File: config.mk
export PLATFORM = sky130hd
export DESIGN_NAME = cache_mem_arbiter_flat
export DESIGN_NICKNAME = d
export VERILOG_FILES = /design/src/rtl/cache_mem_arbiter_if.sv /design/src/rtl/cache_mem_arbiter.sv /design/src/flat_wrapper.sv
export SDC_FILE = /design/constraint.sdc
export NUM_CORES = 1
export LEC_CHECK = 0
export ABC_AREA = 0
export BUFFER_PORTS_ARGS = -buffer_cell sky130_fd_sc_hd__buf_2
export CAP_MARGIN = 25
export CORE_MARGIN = 3
export CORE_UTILIZATION = 30
export CTS_CLUSTER_DIAMETER = 80
export DETAILED_ROUTE_END_ITERATION = 6
export PLACE_DENSITY = 0.61
export SYNTH_ARGS = -nofsm -noshare
export SYNTH_HDL_FRONTEND = slang
export SYNTH_SLANG_ARGS = --single-unit
File: constraint.sdc
create_clock -name clk -period 2.05 [get_ports clk]
set_clock_uncertainty 0.2 [all_clocks]
set_input_delay 0.205 -clock clk [delete_from_list [all_inputs] [get_ports clk]]
set_output_delay 0.205 -clock clk [all_outputs]
set_load 0.02 [all_outputs]
File: src/rtl/cache_mem_arbiter_if.sv
// Bundle of the two requester handshakes and the cache memory port.
// The arbiter connects via the slave modport; requesters and the
// memory model connect via the master modport.
interface cache_mem_arbiter_if #(
  parameter int ADDR_W = 5,
  parameter int DATA_W = 8
);
  // Requester 0
  logic              p0_req_valid;
  logic              p0_req_ready;
  logic              p0_req_wr;
  logic [ADDR_W-1:0] p0_req_addr;
  logic [DATA_W-1:0] p0_req_wdata;
  logic              p0_rsp_valid;
  logic [DATA_W-1:0] p0_rsp_rdata;
  // Requester 1
  logic              p1_req_valid;
  logic              p1_req_ready;
  logic              p1_req_wr;
  logic [ADDR_W-1:0] p1_req_addr;
  logic [DATA_W-1:0] p1_req_wdata;
  logic              p1_rsp_valid;
  logic [DATA_W-1:0] p1_rsp_rdata;
  // Memory side
  logic [ADDR_W-1:0] mem_addr;
  logic [DATA_W-1:0] mem_data_in;
  logic              mem_wr_en;
  logic              mem_rd_en;
  logic [DATA_W-1:0] mem_data_out;

  modport slave (
    input  p0_req_valid, p0_req_wr, p0_req_addr, p0_req_wdata,
    output p0_req_ready, p0_rsp_valid, p0_rsp_rdata,
    input  p1_req_valid, p1_req_wr, p1_req_addr, p1_req_wdata,
    output p1_req_ready, p1_rsp_valid, p1_rsp_rdata,
    output mem_addr, mem_data_in, mem_wr_en, mem_rd_en,
    input  mem_data_out
  );

  modport master (
    output p0_req_valid, p0_req_wr, p0_req_addr, p0_req_wdata,
    input  p0_req_ready, p0_rsp_valid, p0_rsp_rdata,
    output p1_req_valid, p1_req_wr, p1_req_addr, p1_req_wdata,
    input  p1_req_ready, p1_rsp_valid, p1_rsp_rdata,
    input  mem_addr, mem_data_in, mem_wr_en, mem_rd_en,
    output mem_data_out
  );
endinterface

File: src/rtl/cache_mem_arbiter.sv
// Two-requester arbiter/sequencer in front of a 32x8 cache memory.
// One transaction in flight: IDLE -> ISSUE -> (RD_WAIT) -> RESP -> IDLE.
// Round-robin between p0 and p1 by default; define
// CACHE_MEM_ARB_FIXED_PRIO_EN for fixed priority (p0 always wins ties).
module cache_mem_arbiter #(
  parameter int ADDR_W = 5,
  parameter int DATA_W = 8
) (
  input logic              clk,
  input logic              rst_n,
  cache_mem_arbiter_if.slave bus
);

  typedef enum logic [1:0] {
    IDLE    = 2'd0,
    ISSUE   = 2'd1,
    RD_WAIT = 2'd2,
    RESP    = 2'd3
  } state_t;

  state_t            state_q;
  logic              grant_q;       // requester owning the in-flight op
  logic              lat_wr_q;      // in-flight op is a write
  logic [ADDR_W-1:0] mem_addr_q;
  logic [DATA_W-1:0] mem_data_q;
  logic              mem_wr_en_q;
  logic              mem_rd_en_q;
  logic              p0_rsp_valid_q;
  logic              p1_rsp_valid_q;
  logic [DATA_W-1:0] p0_rdata_q;
  logic [DATA_W-1:0] p1_rdata_q;
`ifndef CACHE_MEM_ARB_FIXED_PRIO_EN
  logic              last_grant_q;  // requester granted most recently
`endif

  logic              win_vld_d;
  logic              win_id_d;
  logic              sel_wr_d;
  logic [ADDR_W-1:0] sel_addr_d;
  logic [DATA_W-1:0] sel_wdata_d;

  // Winner selection; only meaningful while idle and out of reset
  always_comb begin
    win_vld_d = 1'b0;
    win_id_d  = 1'b0;
    if ((state_q == IDLE) && rst_n) begin
      win_vld_d = bus.p0_req_valid | bus.p1_req_valid;
      if (bus.p0_req_valid && bus.p1_req_valid) begin
`ifdef CACHE_MEM_ARB_FIXED_PRIO_EN
        win_id_d = 1'b0;
`else
        win_id_d = ~last_grant_q;
`endif
      end else if (bus.p1_req_valid) begin
        win_id_d = 1'b1;
      end else begin
        win_id_d = 1'b0;
      end
    end else begin
      win_vld_d = 1'b0;
      win_id_d  = 1'b0;
    end
  end

  // Request fields of the current winner
  always_comb begin
    sel_wr_d    = 1'b0;
    sel_addr_d  = {ADDR_W{1'b0}};
    sel_wdata_d = {DATA_W{1'b0}};
    if (win_id_d) begin
      sel_wr_d    = bus.p1_req_wr;
      sel_addr_d  = bus.p1_req_addr;
      sel_wdata_d = bus.p1_req_wdata;
    end else begin
      sel_wr_d    = bus.p0_req_wr;
      sel_addr_d  = bus.p0_req_addr;
      sel_wdata_d = bus.p0_req_wdata;
    end
  end

  // Sequencer FSM with registered memory strobes and responses
  always_ff @(posedge clk) begin
    if (!rst_n) begin
      state_q        <= IDLE;
      grant_q        <= 1'b0;
      lat_wr_q       <= 1'b0;
      mem_addr_q     <= {ADDR_W{1'b0}};
      mem_data_q     <= {DATA_W{1'b0}};
      mem_wr_en_q    <= 1'b0;
      mem_rd_en_q    <= 1'b0;
      p0_rsp_valid_q <= 1'b0;
      p1_rsp_valid_q <= 1'b0;
      p0_rdata_q     <= {DATA_W{1'b0}};
      p1_rdata_q     <= {DATA_W{1'b0}};
`ifndef CACHE_MEM_ARB_FIXED_PRIO_EN
      last_grant_q   <= 1'b1;  // p0 wins the first tie after reset
`endif
    end else begin
      case (state_q)
        IDLE: begin
          if (win_vld_d) begin
            grant_q      <= win_id_d;
            lat_wr_q     <= sel_wr_d;
            mem_addr_q   <= sel_addr_d;
            mem_data_q   <= sel_wdata_d;
            mem_wr_en_q  <= sel_wr_d;
            mem_rd_en_q  <= ~sel_wr_d;
`ifndef CACHE_MEM_ARB_FIXED_PRIO_EN
            last_grant_q <= win_id_d;
`endif
            state_q      <= ISSUE;
          end
        end
        ISSUE: begin
          mem_wr_en_q <= 1'b0;
          mem_rd_en_q <= 1'b0;
          if (lat_wr_q) begin
            // Write completion: rdata registers are left untouched
            p0_rsp_valid_q <= ~grant_q;
            p1_rsp_valid_q <= grant_q;
            state_q        <= RESP;
          end else begin
            state_q <= RD_WAIT;
          end
        end
        RD_WAIT: begin
          // Memory output is registered, so read data is valid here
          if (grant_q) begin
            p1_rdata_q <= bus.mem_data_out;
          end else begin
            p0_rdata_q <= bus.mem_data_out;
          end
          p0_rsp_valid_q <= ~grant_q;
          p1_rsp_valid_q <= grant_q;
          state_q        <= RESP;
        end
        RESP: begin
          p0_rsp_valid_q <= 1'b0;
          p1_rsp_valid_q <= 1'b0;
          state_q        <= IDLE;
        end
        default: begin
          mem_wr_en_q    <= 1'b0;
          mem_rd_en_q    <= 1'b0;
          p0_rsp_valid_q <= 1'b0;
          p1_rsp_valid_q <= 1'b0;
          state_q        <= IDLE;
        end
      endcase
    end
  end

  assign bus.p0_req_ready = win_vld_d & ~win_id_d;
  assign bus.p1_req_ready = win_vld_d & win_id_d;
  assign bus.p0_rsp_valid = p0_rsp_valid_q;
  assign bus.p1_rsp_valid = p1_rsp_valid_q;
  assign bus.p0_rsp_rdata = p0_rdata_q;
  assign bus.p1_rsp_rdata = p1_rdata_q;
  assign bus.mem_addr     = mem_addr_q;
  assign bus.mem_data_in  = mem_data_q;
  assign bus.mem_wr_en    = mem_wr_en_q;
  assign bus.mem_rd_en    = mem_rd_en_q;

endmodule

File: src/flat_wrapper.sv
// flat-port wrapper written by rule: the top's interface ports become plain ports
module cache_mem_arbiter_flat 
#(
  parameter int ADDR_W = 5,
  parameter int DATA_W = 8
)
  (clk, rst_n, bus_p0_req_valid, bus_p0_req_wr, bus_p0_req_addr, bus_p0_req_wdata, bus_p0_req_ready, bus_p0_rsp_valid, bus_p0_rsp_rdata, bus_p1_req_valid, bus_p1_req_wr, bus_p1_req_addr, bus_p1_req_wdata, bus_p1_req_ready, bus_p1_rsp_valid, bus_p1_rsp_rdata, bus_mem_addr, bus_mem_data_in, bus_mem_wr_en, bus_mem_rd_en, bus_mem_data_out);
  cache_mem_arbiter_if #(.ADDR_W(ADDR_W), .DATA_W(DATA_W)) bus_i ();
  input logic clk;
  input logic rst_n;
  input wire logic [$bits(bus_i.p0_req_valid)-1:0] bus_p0_req_valid;
  input wire logic [$bits(bus_i.p0_req_wr)-1:0] bus_p0_req_wr;
  input wire logic [$bits(bus_i.p0_req_addr)-1:0] bus_p0_req_addr;
  input wire logic [$bits(bus_i.p0_req_wdata)-1:0] bus_p0_req_wdata;
  output wire logic [$bits(bus_i.p0_req_ready)-1:0] bus_p0_req_ready;
  output wire logic [$bits(bus_i.p0_rsp_valid)-1:0] bus_p0_rsp_valid;
  output wire logic [$bits(bus_i.p0_rsp_rdata)-1:0] bus_p0_rsp_rdata;
  input wire logic [$bits(bus_i.p1_req_valid)-1:0] bus_p1_req_valid;
  input wire logic [$bits(bus_i.p1_req_wr)-1:0] bus_p1_req_wr;
  input wire logic [$bits(bus_i.p1_req_addr)-1:0] bus_p1_req_addr;
  input wire logic [$bits(bus_i.p1_req_wdata)-1:0] bus_p1_req_wdata;
  output wire logic [$bits(bus_i.p1_req_ready)-1:0] bus_p1_req_ready;
  output wire logic [$bits(bus_i.p1_rsp_valid)-1:0] bus_p1_rsp_valid;
  output wire logic [$bits(bus_i.p1_rsp_rdata)-1:0] bus_p1_rsp_rdata;
  output wire logic [$bits(bus_i.mem_addr)-1:0] bus_mem_addr;
  output wire logic [$bits(bus_i.mem_data_in)-1:0] bus_mem_data_in;
  output wire logic [$bits(bus_i.mem_wr_en)-1:0] bus_mem_wr_en;
  output wire logic [$bits(bus_i.mem_rd_en)-1:0] bus_mem_rd_en;
  input wire logic [$bits(bus_i.mem_data_out)-1:0] bus_mem_data_out;
  assign bus_i.p0_req_valid = bus_p0_req_valid;
  assign bus_i.p0_req_wr = bus_p0_req_wr;
  assign bus_i.p0_req_addr = bus_p0_req_addr;
  assign bus_i.p0_req_wdata = bus_p0_req_wdata;
  assign bus_p0_req_ready = bus_i.p0_req_ready;
  assign bus_p0_rsp_valid = bus_i.p0_rsp_valid;
  assign bus_p0_rsp_rdata = bus_i.p0_rsp_rdata;
  assign bus_i.p1_req_valid = bus_p1_req_valid;
  assign bus_i.p1_req_wr = bus_p1_req_wr;
  assign bus_i.p1_req_addr = bus_p1_req_addr;
  assign bus_i.p1_req_wdata = bus_p1_req_wdata;
  assign bus_p1_req_ready = bus_i.p1_req_ready;
  assign bus_p1_rsp_valid = bus_i.p1_rsp_valid;
  assign bus_p1_rsp_rdata = bus_i.p1_rsp_rdata;
  assign bus_mem_addr = bus_i.mem_addr;
  assign bus_mem_data_in = bus_i.mem_data_in;
  assign bus_mem_wr_en = bus_i.mem_wr_en;
  assign bus_mem_rd_en = bus_i.mem_rd_en;
  assign bus_i.mem_data_out = bus_mem_data_out;
  cache_mem_arbiter #(.ADDR_W(ADDR_W), .DATA_W(DATA_W)) u_core (.clk(clk), .rst_n(rst_n), .bus(bus_i));
endmodule
==> results.yml <==
run_status:
  outcome: "finished clean"
clock_network:
  clock_latency_ns: 0.28
  htreeDepth: 2
  cts.sinks: 38
  clockBufferDepth: 2
  root_buffer: "clkbuf_8"
  path_clk_slew_ns: 0.07
  cts_made_buffers: 5
  cts_tree: "built"
drt:
  routed_wl_mm: 4.55
  via_count: 1704
  drc: 0
  drt_iter0_markers: 82
  via_per_inst: 4.66
  ant_nets: 0
  routedWlPerCell_um: 12.4
  dr.pass1.iters: 4
flow_run:
  max_cap_viol_count: 0
synthesis:
  synth_xor_area_frac: 0
  netlist_top_cells_count: "nand2_1, dfxtp_1, nand3_1"
  synth_top_family_by_area: "simple AND/OR/NAND/NOR gates"
  synthCells: 193
  async_flop_share: 0
  muxShareOfSynthArea: 0.0179
  yosysTopAreaCell: "dfxtp_1"
  synth-edff-count: 0
  synthSimpleGateAreaFrac: 0.286
  ys.flop_type: "dfxtp_1"
  syn_area_um2: 1680
  ys_types: 32
  synth_compound_area_frac: 0.154
  syn_nets: 238
  synth_adder_area_share: 0.0373
  synth.most_common_cell: "nand2_1"
  ys_warn_count: 0
  yosys-top-cells-area: "dfxtp_1, nand3_1, nand2_1"
  netlist.area_leader.share: 0.453
  seq_area_frac_synth: 0.453
  avgSynthCellArea_um2: 8.70
  synth_seq_cells: 38
timing:
  layout_min_cycle_time_ns: 1.94
  worst_pin_slew_ns: 0.526
  slew_headroom: 0.648
  finalHoldViolCount: 0
  tns_ns: 0
  setup_violations: 0
  fin_crit_sh: 0.948
  rsz0062_at_grt: "false"
  slew_violations: 0
  finalWorstSetupSlack_ns: 0.108
  fmax_mhz: 515
power_and_ir_drop:
  p_sw_frac: 0.357
  p_int_mw: 1.65
  p_total_mw: 2.57
  clkPwrFrac: 0.229
  power.density_nw_per_um2: 1030
  power_switching_uw: 919
  peakVddDrop_mv: 0.541
  seq_power_share: 0.379
  p_leak_nw: 1.14
  combPwrFrac: 0.392
floorplan:
  die_h_um: 80.8
  dieArea_um2: 6530
  row_count: 26
  die_w_um: 80.8
  coreArea_um2: 5270
  ios: 75
  start_util: 0.319
critical_path:
  reg2reg_depth: 6
  worstPathRequired_ns: 1.64
  end_kind: "output port"
  startpoint_type: "flop"
  arrival_ns: 1.54
  worstSetupPathType: "flop to output port"
  critPathMaxFanout: 8
  reg2reg_slack_ns: 0.24
final_layout:
  nets: 340
  layout-drive-gt1-share: 0.331
  fin_util: 0.476
  n_antenna_cell: 0
  area_delta_synth_final_pct: 49.3
global_routing:
  antenna_found_initial: 0
  grt_usage: 0.142
  use_met2: 0.228
  grt_pass1_vias: 1684
  met1_usage: 0.184
  top_usage_layer: "met2"
  grtUsageMet3: 0.0366
  grt_pass1_wl_mm: 7.38
  grt-ovfl-total: 0
  grt_max_degree: 26
placed_design:
  io_buffers: 74
  dp_hpwl_mm: 3.09
  post-place-ws_ns: 0.134
  place.gp.congestion: 0.741
hold_path:
  hold_depth: 3
  min_path_type: "input port to flop"
[worst paths after layout]
path | start | to
worst min-delay path | bus_p0_req_wdata[6] | u_core.bus.mem_data_in[6]
worst max register to register | u_core.state_q[1] | u_core.bus.mem_data_in[2]
worst max-delay path | u_core.state_q[1] | bus_p0_req_ready
worst min register to register | u_core.bus.p1_rsp_rdata[7] | u_core.bus.p1_rsp_rdata[7]
[registers in the layout, indices dropped and copies added (netlist names), 2 cells and up]
name	count
u_core.bus.mem_addr	5
u_core.state_q	2
u_core.bus.p0_rsp_rdata	8
u_core.bus.p1_rsp_rdata	8
u_core.bus.mem_data_in	8
[layer usage]
layer | wire, um | up-vias | part of all wire
met5 | 0 | - | 0
met4 | 76 | 0 | 0.017
met3 | 337 | 11 | 0.074
met2 | 2040 | 74 | 0.45
met1 | 2100 | 749 | 0.46
li1 | - | 870 | -
[through the flow]
| step | std cells | hold slack, ns | instance area [um^2] |
|---|---|---|---|
| floorplan | 193 | 0.127 | 1680 |
| global placement | 329 | 0.218 | 2100 |
| detailed placement | 329 | 0.217 | 2100 |
| CTS | 363 | 0.00351 | 2480 |
| global route | 366 | 0.0246 | 2510 |
| finish | 366 | 0.0163 | 2510 |
[cells in the final DEF (no fill, tap or decap), drive strengths merged, types with 2 or more instances in the layout]
cell type	instances
buf	81
nor2b	9
nor3b	2
mux2i	3
o211ai	2
a21boi	18
dfxtp	38
clkbuf	8
a222oi	5
nor2	3
ha	5
a21oi	3
inv	3
o21ai	3
nand2b	2
dlygate4sd3	26
nand2	41
nand3	36
[area by class of cell]
type | count | area [um^2]
fillers | 523 | 2760
multi-input cells | 139 | 845
flip-flops and latches | 38 | 761
repair buffers | 107 | 683
clock buffers | 8 | 110
well taps | 70 | 87.6
inverters | 4 | 20.0
[power by group through the flow]
stage	sequential, mW	clock, mW	combinational, mW
floorplan	1.12	0	0.516
global placement	0.989	0	0.898
detailed placement	0.990	0	0.904
CTS	0.976	0.614	0.972
global route	0.994	0.646	1.12
finish	0.976	0.589	1.01
[logic make-up after synthesis]
logic type / Yosys count
fa+ha+maj: 5
buf+inv: 16
simple gates: 97
flops: 38
compound gates: 34
mux: 3
[repair_timing]
item	in CTS	in global routing
resized for setup	3	2
endpoints found under the hold margin	19	0
gates cloned	0	0
pin swaps	0	2
setup endpoints to repair	2	2
hold buffers	26	0
buffers inserted	0	3
[worst max-delay path, stage by stage (launching register included)]
cell     delay (ns)
dfxtp_1        0.36
inv_1          0.16
ha_4           0.20
nand2_2        0.09
nor3b_4        0.25
buf_2          0.20
(Power assumes the default switching activity.)
